--- src/rtl/mem_port_arbiter.sv ---
// Shares one synchronous memory port between instruction fetch and load/store.
// Data wins contention until a bounded streak forces a fetch grant.
module mem_port_arbiter #(
  parameter int ADDR_W       = 32,
  parameter int DATA_W       = 32,
  parameter int MAX_D_STREAK = 4
) (
  input  logic              clk,
  input  logic              rst_n,
  input  logic              if_req,
  input  logic [ADDR_W-1:0] if_addr,
  output logic              if_gnt,
  output logic              if_rvalid,
  output logic [DATA_W-1:0] if_rdata,
  input  logic              d_req,
  input  logic              d_we,
  input  logic [ADDR_W-1:0] d_addr,
  input  logic [DATA_W-1:0] d_wdata,
  output logic              d_gnt,
  output logic              d_rvalid,
  output logic [DATA_W-1:0] d_rdata,
  output logic              mem_req,
  output logic              mem_we,
  output logic [ADDR_W-1:0] mem_addr,
  output logic [DATA_W-1:0] mem_wdata,
  input  logic [DATA_W-1:0] mem_rdata
);

  localparam logic [1:0] OWN_NONE = 2'd0;
  localparam logic [1:0] OWN_IF   = 2'd1;
  localparam logic [1:0] OWN_D    = 2'd2;
  localparam logic [3:0] STREAK_MAX = 4'(MAX_D_STREAK);

  logic [1:0] r_owner;
  logic [1:0] w_owner_nxt;
  logic [3:0] r_streak;
  logic [3:0] w_streak_nxt;
  logic       w_if_gnt;
  logic       w_d_gnt;

  // Grants are masked by rst_n so nothing is accepted during reset
  always_comb begin
    w_d_gnt  = rst_n & d_req
             & (~if_req | (r_streak < STREAK_MAX));
    w_if_gnt = rst_n & if_req & ~w_d_gnt;
  end

  always_ff @(posedge clk or negedge rst_n) begin
    if (!rst_n) begin
      r_owner  <= OWN_NONE;
      r_streak <= 4'd0;
    end else begin
      r_owner  <= w_owner_nxt;
      r_streak <= w_streak_nxt;
    end
  end

  always_comb begin
    w_streak_nxt = r_streak;
    unique case (1'b1)
      (!if_req || w_if_gnt):
        w_streak_nxt = 4'd0;
      (if_req && w_d_gnt && r_streak < STREAK_MAX):
        w_streak_nxt = r_streak + 4'd1;
      default: ;
    endcase
  end

  always_comb begin
    w_owner_nxt = OWN_NONE;
    unique case (1'b1)
      w_if_gnt:            w_owner_nxt = OWN_IF;
      (w_d_gnt && !d_we):  w_owner_nxt = OWN_D;
      default: ;
    endcase
  end

  always_comb begin
    if_gnt    = w_if_gnt;
    d_gnt     = w_d_gnt;
    mem_req   = w_if_gnt | w_d_gnt;
    mem_we    = w_d_gnt & d_we;
    mem_addr  = '0;
    mem_wdata = '0;
    if (w_d_gnt) begin
      mem_addr  = d_addr;
      mem_wdata = d_wdata;
    end else if (w_if_gnt) begin
      mem_addr  = if_addr;
    end
    if_rvalid = (r_owner == OWN_IF);
    d_rvalid  = (r_owner == OWN_D);
    if_rdata  = if_rvalid ? mem_rdata : '0;
    d_rdata   = d_rvalid  ? mem_rdata : '0;
  end

endmodule

--- config.mk ---
export PLATFORM = sky130hd
export DESIGN_NAME = mem_port_arbiter
export DESIGN_NICKNAME = d
export VERILOG_FILES = /design/src/rtl/mem_port_arbiter.sv
export SDC_FILE = /design/constraint.sdc
export NUM_CORES = 1
export LEC_CHECK = 0
export CORE_AREA = 2 2 104 106
export CTS_CLUSTER_DIAMETER = 40
export DETAILED_ROUTE_END_ITERATION = 16
export DIE_AREA = 0 0 106 108
export PLACE_DENSITY = 0.65
export SYNTH_ARGS = -nofsm -noshare
export SYNTH_HDL_FRONTEND = slang
export SYNTH_SLANG_ARGS = --single-unit
--- constraint.sdc ---
create_clock -name clk -period 2.1 [get_ports clk]
set_input_delay 0.42 -clock clk [delete_from_list [all_inputs] [get_ports clk]]
set_output_delay 0.42 -clock clk [all_outputs]
set_load 0.005 [all_outputs]
---- After elaboration in Yosys (flattened, before gate mapping) ----
Index checks and enable logic that the tools add are counted.
cells by class
  $add $sub $neg .......................... 1
  $lt $le $gt $ge ......................... 1
  equality and inequality tests ........... 2
  multiplexer cells ....................... 7
  bitwise gates (word level) .............. 9
  reductions and logical operators ........ 7
operators with widths
  kind                   count
  $mux W32               5
  $pmux W4 S2            1
  $and A1 B1 Y1          5
  $add A4 B1 Y4 const B  1
  $lt A4 B3 Y1 const B   1
  $pmux W2 S2            1
  $logic_and A1 B1 Y1    3
  $eq A2 B1 Y1 const B   1
  $eq A2 B2 Y1 const B   1
  $logic_not A1 Y1       2
  $not A1 Y1             2
  $or A1 B1 Y1           2
  $reduce_bool A2 Y1     1
  $logic_or A1 B1 Y1     1
word-level totals
  flip-flop bits (word level) ............. 6
  input bits .............................. 133
  output and inout port bits .............. 134
  word-level logic and storage cells ...... 29

---- Depth between registers and ports, before layout ----
  depth in word-level cells ............... 7
  mapped depth ............................ 6
  gate-level depth less buffers ........... 3

---- Worst setup path before layout ----
No wires, ideal clock.
  kind .................................... input-to-output
  start ................................... input port d_req
  end ..................................... output port mem_addr[22]
  arrival ................................. 1.446 ns
  required time ........................... 1.680 ns
  slack ................................... 0.234 ns
  stages on the path ...................... 5
  buffers on the path ..................... 2
  cell sequence ........................... or3b_1 and3_1 buf_6 buf_6 a22o_1
between the ends
  longest elaborated chain between the ends .. 6
RTL lines
  what             RTL line  text
  start, declared  15        input logic d_req,
  $and A1 B1 Y1    43        w_d_gnt = rst_n & d_req
  $and A1 B1 Y1    44        & (~if_req | (r_streak < STREAK_MAX));
  $not A1 Y1       45        w_if_gnt = rst_n & if_req & ~w_d_gnt;
  $and A1 B1 Y1    45
  via if_gnt       12        output logic if_gnt,
  $mux W32         88        end else if (w_if_gnt) begin
  $mux W32         85        if (w_d_gnt) begin
  end, declared    24        output logic [ADDR_W-1:0] mem_addr,
The timed path passes the listed nets, and every way through them passes these cells.

---- Worst setup path in the final report ----
  start ................................... register r_streak[3]
  end ..................................... output port mem_addr[5]
between the ends
  longest elaborated chain between the ends .. 7
RTL lines
  what                    RTL line  text
  start, declared         36        logic [3:0] r_streak;
  start signal, assigned  54        r_streak <= w_streak_nxt;
  $lt A4 B3 Y1 (*)        44
  $or A1 B1 Y1 (*)        44
  $and A1 B1 Y1 (*)       44
  $not A1 Y1              45
  $and A1 B1 Y1           45
  $mux W32                88
  $mux W32 (*)            85
Every way passes the cells marked *; elsewhere a longest branch is shown, timed or not.

==> metrics.yaml <==
outcome: "finished with violations"
failed_checks: "negative setup slack"
p_per_area_nw_per_um2: 209
netlist_instances: 177
max_stage_delay_ns: 0.39
area_delta_synth_final_pct: 281
root_buffer: "clkbuf_8"
io_pins: 267
vdd_drop_max_uv: 255
max_freq_mhz: 455
cts_hold_buf: 0
ys_ff_latch: 6
grt_max_degree: 34
clk_pin_slew_ns: 0.04
finalHoldViolCount: 0
io_buffers: 266
grt-ovfl-total: 0
cp_slowest_cell: "dfrtp_1"
gp_congestion: 0.755
drive_gt1_frac: 0.311
yosysTopAreaCell: "and2_1"
wl_mm: 10.8
crit_path_frequent_cell: "buf_12"
htreeDepth: 1
synth_edf_count: 0
syn_nets: 311
synthTopCellsByCount: "97 x and2_1, 32 x a22o_1, 9 x clkbuf_1"
avgViaCountPerCell: 4.16
rows: 37
drv_slew: 0
synth.distinct_cells: 17
die_w_um: 106
die_h_um: 108
rsz0062_at_grt: "true"
power_mw: 1.02
fin_nets: 608
cts_buffers: 3
cts_num_sinks: 6
drc_errors: 0
clock_skew_ns: 0.00238
yosysTopAreaCellShare: 0.475
syn_area_um2: 1280
vias: 2531
required_ns: 1.68
slew_headroom: 0.855
clk_path_buf_depth: 2
setup_viol: 49
arrival_ns: 1.78
crit_path_max_fanout: 7
ys_async_sr_fraction: 1.00
hold_ws_ns: 0.387
ys_warn_count: 0
grt_first_pass_wirelength_mm: 14.3
synth-seq-area-share: 0.117
synth-main-ff-cell: "dfrtp_1"
core_um2: 10200
start_util: 0.125
fin_ws_ns: -0.0999
startpoint_type: "register"
die-area_um2: 11400
layout_min_cycle_time_ns: 2.20
synth_area_leaders: "and2_1 47%, a22o_1 22%, dfrtp_1 12%, buf_6 3.5%, clkbuf_1 2.6%"
wl_per_cell_um: 17.8
drt_iter0_markers: 99
hold_path_class: "in -> async"
avgSynthCellArea_um2: 7.22
p_leak_nw: 3.21
cts_tree: "built"
antenna_found_initial: 0
ant_nets: 0
critical_path_class: "reg -> out"
cp_cell_sequence: "buf_6, o21a_4, nor2_4, buf_12, buf_12, buf_16, a22o_1, buf_2"
finalCritPeriodShare: 1.05
dp_hpwl_mm: 7.37
synth_most_common_cell: "and2_1"
diodes: 0
tightest_slew_ns: 0.217
clk_latency_ns: 0.23
grt.total_usage: 0.160
maxCapViolCount: 0
fillers: 945
first_pass_iters: 4
worst_setup_path_end_kind: "primary output"
grt_pass1_vias: 2521
## routing by layer
layer | global-route usage | up-vias | share of wire
met5 | 0 | - | 0
met4 | 0.0188 | 0 | 0.0076
met3 | 0.0404 | 6 | 0.078
met2 | 0.306 | 130 | 0.52
met1 | 0.184 | 1194 | 0.39
li1 | - | 1201 | -
## state kept, by name, summed over array words and instances (netlist names)
register  count
r_owner       2
r_streak      4
## path summary, 6_finish.rpt
kind | from | end | slack [ns] | cells after the start
worst max-delay path | r_streak[3]$_DFFE_PN0P_ | mem_addr[5] | -0.1 | 8
worst min-delay path | rst_n | r_owner[0]$_DFF_PN0_ | 0.39 | 2
worst max register to register | r_streak[3]$_DFFE_PN0P_ | r_owner[0]$_DFF_PN0_ | 0.82 | 3
worst min register to register | r_streak[1]$_DFFE_PN0P_ | r_streak[1]$_DFFE_PN0P_ | 0.56 | 2
max in group asynchronous | rst_n | r_streak[1]$_DFFE_PN0P_ | 1.57 | 2
min in group clk | r_streak[1]$_DFFE_PN0P_ | r_streak[1]$_DFFE_PN0P_ | 0.56 | 2
## through the flow
step	setup slack (ns)	utilization	area [um2]	std cells	setup TNS, ns
2_1_floorplan	0.234	-	1280	177	0
3_3_place_gp	-0.713	0.406	4160	572	-36.88
3_5_place_dp	-0.724	0.406	4160	572	-37.21
4_1_cts	-0.128	0.437	4470	603	-4.50
5_1_grt	-0.157	0.476	4870	608	-6.48
6_report	-0.0999	0.476	4870	608	-2.84
## critical path: cells and delay by family (launching register included)
| family | cells | cell delay, ns |
|---|---|---|
| AO/OA/AOI/OAI | 2 | 0.37 |
| flip-flops | 1 | 0.39 |
| buffers and inverters | 5 | 0.63 |
| AND/OR/NAND/NOR | 1 | 0.16 |
## repair_timing
action                                  4_1_cts  5_1_grt
endpoints found under the setup margin       68       72
pin swaps                                    28       19
buffers inserted                             19        2
resized for setup                           313       97
gates cloned                                 10        6
## cells in the final DEF (no fill, tap or decap), types with 4 or more instances in the layout
cell type        count
nand2_1              4
buf_2               35
clkdlybuf4s50_1    132
buf_12              10
buf_6               38
dlymetal6s2s_1      64
dlygate4sd2_1        5
clkbuf_16            6
buf_4                9
and2_1              70
and3_4               5
dfrtp_1              6
a22o_1              31
and2_4              27
## cell families (layout without fill, tap and decap cells)
family / after synthesis / count (layout) / synth area share
AOI/OAI and AO/OA: 37 / 37 / 0.246
adders and majority gates: 1 / 1 / 0.00978
buffers and inverters: 19 / 310 / 0.0851
DFF: 6 / 6 / 0.117
and+or+nand+nor: 114 / 118 / 0.542
## cell type report
cell class / instances / area [um2] / share of cell area
well taps: 136 / 170 / 0.0350
flip-flops and latches: 6 / 150 / 0.0308
multi-input cells: 156 / 1180 / 0.243
repair buffers: 307 / 3330 / 0.683
clock buffers: 3 / 41.3 / 0.00848
## where the power goes
group | switching (mW) | internal, mW
sequential | 0.00264 | 0.119
combinational | 0.217 | 0.502
clock | 0.0519 | 0.123
(Power assumes the default switching activity.)
